File: src/rtl/mul_pkg.sv
// Shared widths, types and the operand-magnitude helper for the shift-add multiplier.
package mul_pkg;

  localparam int XLEN  = 32;
  localparam int CNT_W = $clog2(XLEN + 1);

  typedef logic [XLEN-1:0]   word_t;
  typedef logic [2*XLEN-1:0] dword_t;

  // Magnitude as an unsigned word; the most negative value maps to itself.
  function automatic word_t abs_sel(input word_t x, input logic sgn);
    return (sgn && x[XLEN-1]) ? word_t'(~x + word_t'(1)) : x;
  endfunction

endpackage

File: src/rtl/mul.sv
// Iterative shift-add multiplier (MUL/MULH/MULHSU/MULHU) with divider-style kick/ready handshake.
// Optional MUL_EARLY_EXIT_EN ends an op once the remaining multiplier bits are all zero.
module mul
  import mul_pkg::*;
#(
  parameter int WIDTH = XLEN
) (
  input  logic             clk,
  input  logic             reset,
  input  logic             kick,
  input  logic             signed_a,
  input  logic             signed_b,
  input  logic [WIDTH-1:0] multiplicand,
  input  logic [WIDTH-1:0] multiplier,
  output logic             ready,
  output logic             ready_pre,
  output logic [WIDTH-1:0] product_lo,
  output logic [WIDTH-1:0] product_hi
);

  localparam int CW = $clog2(WIDTH + 1);

  logic [CW-1:0]      r_bits;
  logic [2*WIDTH-1:0] r_mcand;
  logic [2*WIDTH-1:0] r_acc;
  logic [WIDTH-1:0]   r_mplier;
  logic               r_neg;

  logic               w_busy;
  logic               w_start;
  logic               w_exit;
  logic [WIDTH-1:0]   w_mplier_sh;
  logic [2*WIDTH-1:0] w_prod;

  assign w_busy      = (r_bits != '0);
  assign w_start     = ~w_busy & kick;
  assign w_mplier_sh = r_mplier >> 1;

`ifdef MUL_EARLY_EXIT_EN
  // No set bits left to add: the accumulator already holds the final magnitude.
  assign w_exit    = (w_mplier_sh == '0);
  assign ready_pre = w_busy & ((r_bits == CW'(1)) | w_exit);
`else
  assign w_exit    = 1'b0;
  assign ready_pre = (r_bits == CW'(1));
`endif

  always_ff @(posedge clk or posedge reset) begin
    if (reset) begin
      r_bits   <= '0;
      r_mcand  <= '0;
      r_acc    <= '0;
      r_mplier <= '0;
      r_neg    <= 1'b0;
    end else if (w_start) begin
      r_bits   <= CW'(WIDTH);
      r_mcand  <= {{WIDTH{1'b0}}, abs_sel(multiplicand, signed_a)};
      r_mplier <= abs_sel(multiplier, signed_b);
      r_acc    <= '0;
      r_neg    <= (signed_a & multiplicand[WIDTH-1]) ^ (signed_b & multiplier[WIDTH-1]);
    end else if (w_busy) begin
      if (r_mplier[0]) begin
        r_acc <= r_acc + r_mcand;
      end
      r_mcand  <= r_mcand << 1;
      r_mplier <= w_mplier_sh;
      r_bits   <= w_exit ? '0 : r_bits - CW'(1);
    end
  end

  assign ready  = ~w_busy;
  assign w_prod = r_neg ? (~r_acc + {{(2*WIDTH-1){1'b0}}, 1'b1}) : r_acc;

  assign product_lo = w_prod[WIDTH-1:0];
  assign product_hi = w_prod[2*WIDTH-1:WIDTH];

endmodule

File: config.mk
export PLATFORM = sky130hd
export DESIGN_NAME = mul
export DESIGN_NICKNAME = d
export VERILOG_FILES = /design/src/rtl/mul_pkg.sv /design/src/rtl/mul.sv
export SDC_FILE = /design/constraint.sdc
export NUM_CORES = 1
export LEC_CHECK = 0
export ABC_AREA = 1
export BUFFER_PORTS_ARGS = -buffer_cell sky130_fd_sc_hd__buf_4
export CAP_MARGIN = 10
export CORE_ASPECT_RATIO = 1.2
export CORE_MARGIN = 2
export CORE_UTILIZATION = 45
export DETAILED_ROUTE_END_ITERATION = 16
export HOLD_SLACK_MARGIN = 0.03
export SETUP_SLACK_MARGIN = 0.05
export SLEW_MARGIN = 20
export SYNTH_ARGS = -nofsm -noshare
export SYNTH_HDL_FRONTEND = slang
export SYNTH_SLANG_ARGS = --single-unit
File: constraint.sdc
create_clock -name clk -period 6.15 [get_ports clk]
set_clock_uncertainty 0.2 [all_clocks]
set_input_delay 0.3075 -clock clk [delete_from_list [all_inputs] [get_ports clk]]
set_output_delay 0.3075 -clock clk [all_outputs]
set_load 0.05 [all_outputs]
==> flow_metrics.env <==
export IMPL_status="finished clean"
export IMPL_finalInstanceArea_mm2=0.0188
export IMPL_synthCells=2748
export IMPL_n_antenna_cell=0
export IMPL_gp_congestion=1.05
export IMPL_met2_length_mm=31.2
export IMPL_syn_nets=2886
export IMPL_first_pass_iters=6
export IMPL_clk_pin_slew_ps=70
export IMPL_r2r_end="r_acc[40]$_DFFE_PP0P_"
export IMPL_drv_slew=0
export IMPL_power_total_mw=11.0
export IMPL_ys_warnings_count=0
export IMPL_grt_pass1_wl_mm=98.2
export IMPL_grt_ovfl_total=0
export IMPL_cts_buffers=17
export IMPL_cts_htree_levels=4
export IMPL_critPathMostFrequentCell="buf_4"
export IMPL_synth_edf_count=0
export IMPL_root_buffer="clkbuf_16"
export IMPL_io_pins=135
export IMPL_hold_viol=0
export IMPL_dieWidth_um=178
export IMPL_die_height_um=213
export IMPL_slowest_delay_ps=840
export IMPL_grt_max_degree=78
export IMPL_cp_start_kind="flop"
export IMPL_async_flop_share_pct=100
export IMPL_post_cts_resized=0
export IMPL_synth_top_flop_cell="dfrtp_1"
export IMPL_seq_area_frac_synth_pct=25.5
export IMPL_synth_seq_cells=167
export IMPL_tightestPinTransition_ps=1030
export IMPL_reg2regPathDepth=11
export IMPL_clkSinkCount=167
export IMPL_synth_distinct_cells=50
export IMPL_r2r_slack_ps=2550
export IMPL_cp_cell_sequence="buf_4 -> clkinv_1 -> o21ai_0 -> xor2_1 -> buf_4"
export IMPL_reg2reg_from="r_bits[0]$_DFFE_PP0P_"
export IMPL_crit_fanout=54
export IMPL_nFillCells=3804
export IMPL_cp_required_ps=5640
export IMPL_rsz0062_at_grt="false"
export IMPL_initialDrtViolationCount=1268
export IMPL_worstSetupEndpoint="product_lo[29]"
export IMPL_clk_latency_ps=470
export IMPL_critical_path_class="flop to output port"
export IMPL_route_vias_total=18100
export IMPL_grt_usage_pct=34.7
export IMPL_placed_area_mm2=0.0177
export IMPL_grt_pass1_vias=17500
export IMPL_hpwl_mm=52.1
export IMPL_drc_errors=0
export IMPL_wl_met3_mm=3.61
export IMPL_crit_arrival_ps=3190
export IMPL_vdd_drop_max_uv=548
export IMPL_fin_hold_ws_ps=47.7
export IMPL_maxSlewHeadroom_pct=31.1
export IMPL_rows=76
export IMPL_dieArea_mm2=0.0379
export IMPL_max_cap_violations=0
export IMPL_io_buffers=134
export IMPL_power_density_mw_per_mm2=585
export IMPL_clock_path_buffers=2
export IMPL_setup_viol=0
export IMPL_min_period_ps=3700
export IMPL_avgSynthCellArea_um2=5.96
export IMPL_leakagePower_nw=10.3
export IMPL_hold_path_class="primary input to flop"
export IMPL_antenna_found_initial=0
export IMPL_core_area_mm2=0.0358
export IMPL_start_util_pct=45.7
export IMPL_netlist_area_mm2=0.0164
export IMPL_fin_crit_sh_pct=60.1
export IMPL_drt_met1_wl_mm=24.6
export IMPL_antenna_left=0
export IMPL_cp_slowest_cell="clkinv_1"
export IMPL_wl_per_cell_um=19.2
export IMPL_via_per_inst=5.34
export IMPL_dr_max_layer_used="met4"
export IMPL_fin_setup_tns_ps=0
export IMPL_critPathLaunch="r_neg$_DFFE_PP0P_"
export IMPL_fmax_mhz=271
export IMPL_drive_above_1_share_pct=9.16
export IMPL_cts_tree="built"
export IMPL_layout_nets=3039
export IMPL_area_delta_synth_final_pct=14.7
export IMPL_wl_mm=65.0
export IMPL_cts_setup_buffers=0
export IMPL_end_kind="output port"
cell families after synthesis:
logic type | Yosys count | synth area share, %
AND/OR/NAND/NOR | 1483 | 38.4
buffers and inverters | 581 | 13.8
AO/OA/AOI/OAI | 370 | 12.8
flip-flops | 167 | 25.5
XOR/XNOR | 78 | 4.22
adder cells (fa/ha/maj) | 69 | 5.32
worst min-delay path by stage:
stage / cells past startpoint / startpoint / slack (ps) / endpoint
6_report: 4 / multiplicand[29] / 50 / r_mcand[29]$_DFFE_PP0P_
5_1_grt: 4 / multiplicand[22] / 100 / r_mcand[22]$_DFFE_PP0P_
4_1_cts: 4 / multiplicand[29] / 30 / r_mcand[29]$_DFFE_PP0P_
3_5_place_dp: 2 / r_mplier[26]$_DFFE_PP0P_ / 260 / r_mplier[26]$_DFFE_PP0P_
3_3_place_gp: 2 / r_mplier[26]$_DFFE_PP0P_ / 260 / r_mplier[26]$_DFFE_PP0P_
2_1_floorplan: 2 / r_mplier[26]$_DFFE_PP0P_ / 240 / r_mplier[26]$_DFFE_PP0P_
per-layer routing:
metal	vias to the layer above	GRT usage [%]
met5	-	0
met4	0	26.0
met3	200	5.80
met2	650	59.7
met1	8300	38.3
li1	8907	-
through the flow:
| step | setup slack, ps | cells | utilization, % |
|---|---|---|---|
| 6_report | 2450 | 3382 | 52.4 |
| 5_1_grt | 2240 | 3382 | 52.4 |
| 4_1_cts | 2510 | 3382 | 52.4 |
| 3_5_place_dp | 2540 | 3300 | 49.5 |
| 3_3_place_gp | 2680 | 3300 | 49.5 |
| 2_1_floorplan | 1120 | 2748 | - |
cell usage after synthesis, types with 8 or more instances:
cell | instances | share of area (%)
buf_2 | 34 | 1.0
buf_4 | 8 | 0.37
ha_1 | 68 | 5.2
nand3_2 | 9 | 0.55
nor3_1 | 22 | 0.67
nor2_2 | 24 | 0.92
or2_2 | 10 | 0.38
o22ai_1 | 38 | 1.5
dfrtp_1 | 167 | 26
a22oi_1 | 45 | 2.1
nor2_4 | 9 | 0.62
nand3_1 | 178 | 5.4
o21ai_0 | 147 | 4.5
inv_1 | 514 | 12
nand4_1 | 27 | 1.0
o21ai_1 | 17 | 0.52
a21oi_1 | 98 | 3.0
xor2_1 | 70 | 3.7
nand2_2 | 11 | 0.42
nand2_1 | 919 | 21
inv_2 | 8 | 0.18
clkbuf_1 | 12 | 0.28
nor4_1 | 9 | 0.34
nor2_1 | 239 | 5.5
sequential cells by signal (all words and copies together) (netlist names):
| signal | cells |
|---|---|
| r_neg | 1 |
| r_mcand | 64 |
| r_mplier | 32 |
| r_bits | 6 |
| r_acc | 64 |
power by group:
| part | switching [mW] | internal, mW | leakage (nW) | total (mW) |
|---|---|---|---|---|
| clock network | 0.522 | 0.524 | 0.260 | 1.05 |
| registers | 0.704 | 1.58 | 2.14 | 2.29 |
| logic | 5.47 | 2.20 | 7.88 | 7.66 |
| total | 6.69 | 4.30 | 10.3 | 11.0 |
placed cells by master, fill, tap and decap left out, drive strengths merged:
master | netlist | final
nand2 | 934 | 934
inv | 522 | 524
nor2 | 272 | 272
nand3 | 187 | 187
dfrtp | 167 | 167
o21ai | 166 | 166
buf | 45 | 141
a21oi | 99 | 99
xor2 | 71 | 71
ha | 68 | 68
dlygate4sd3 | 0 | 50
a22oi | 45 | 45
o22ai | 38 | 38
nand4 | 30 | 30
nor3 | 27 | 27
clkbuf | 12 | 17
or2 | 12 | 12
clkinv | 2 | 11
nor4 | 10 | 10
o31ai | 8 | 8
o211ai | 8 | 8
xnor2 | 7 | 7
clkinvlp | 0 | 4
nor3b | 3 | 3
and2 | 3 | 3
nand3b | 3 | 3
o21bai | 2 | 2
and3 | 2 | 2
a31oi | 2 | 2
o21a | 1 | 1
o221ai | 1 | 1
fa | 1 | 1
repair_timing:
| item | 4_1_cts | 5_1_grt |
|---|---|---|
| endpoints found under the setup margin | 0 | 0 |
| hold buffers | 50 | 0 |
| endpoints found under the hold margin | 121 | 0 |
final cells by class:
class | instances | area [um^2] | area share (%)
timing repair buffer | 191 | 1560 | 8.30
multi-input combinational | 2000 | 9940 | 52.9
inverter | 524 | 1970 | 10.5
tap | 468 | 586 | 3.12
clock inverter | 15 | 121 | 0.646
clock buffer | 17 | 425 | 2.26
sequential | 167 | 4180 | 22.3
worst max-delay path: cells and delay by family, from the launching register on:
| family | cells | cell delay, ps |
|---|---|---|
| buf+inv | 3 | 1580 |
| compound gates | 1 | 440 |
| flops | 1 | 340 |
| xor+xnor | 1 | 340 |
No activity file was read; power rests on OpenSTA's default activity.
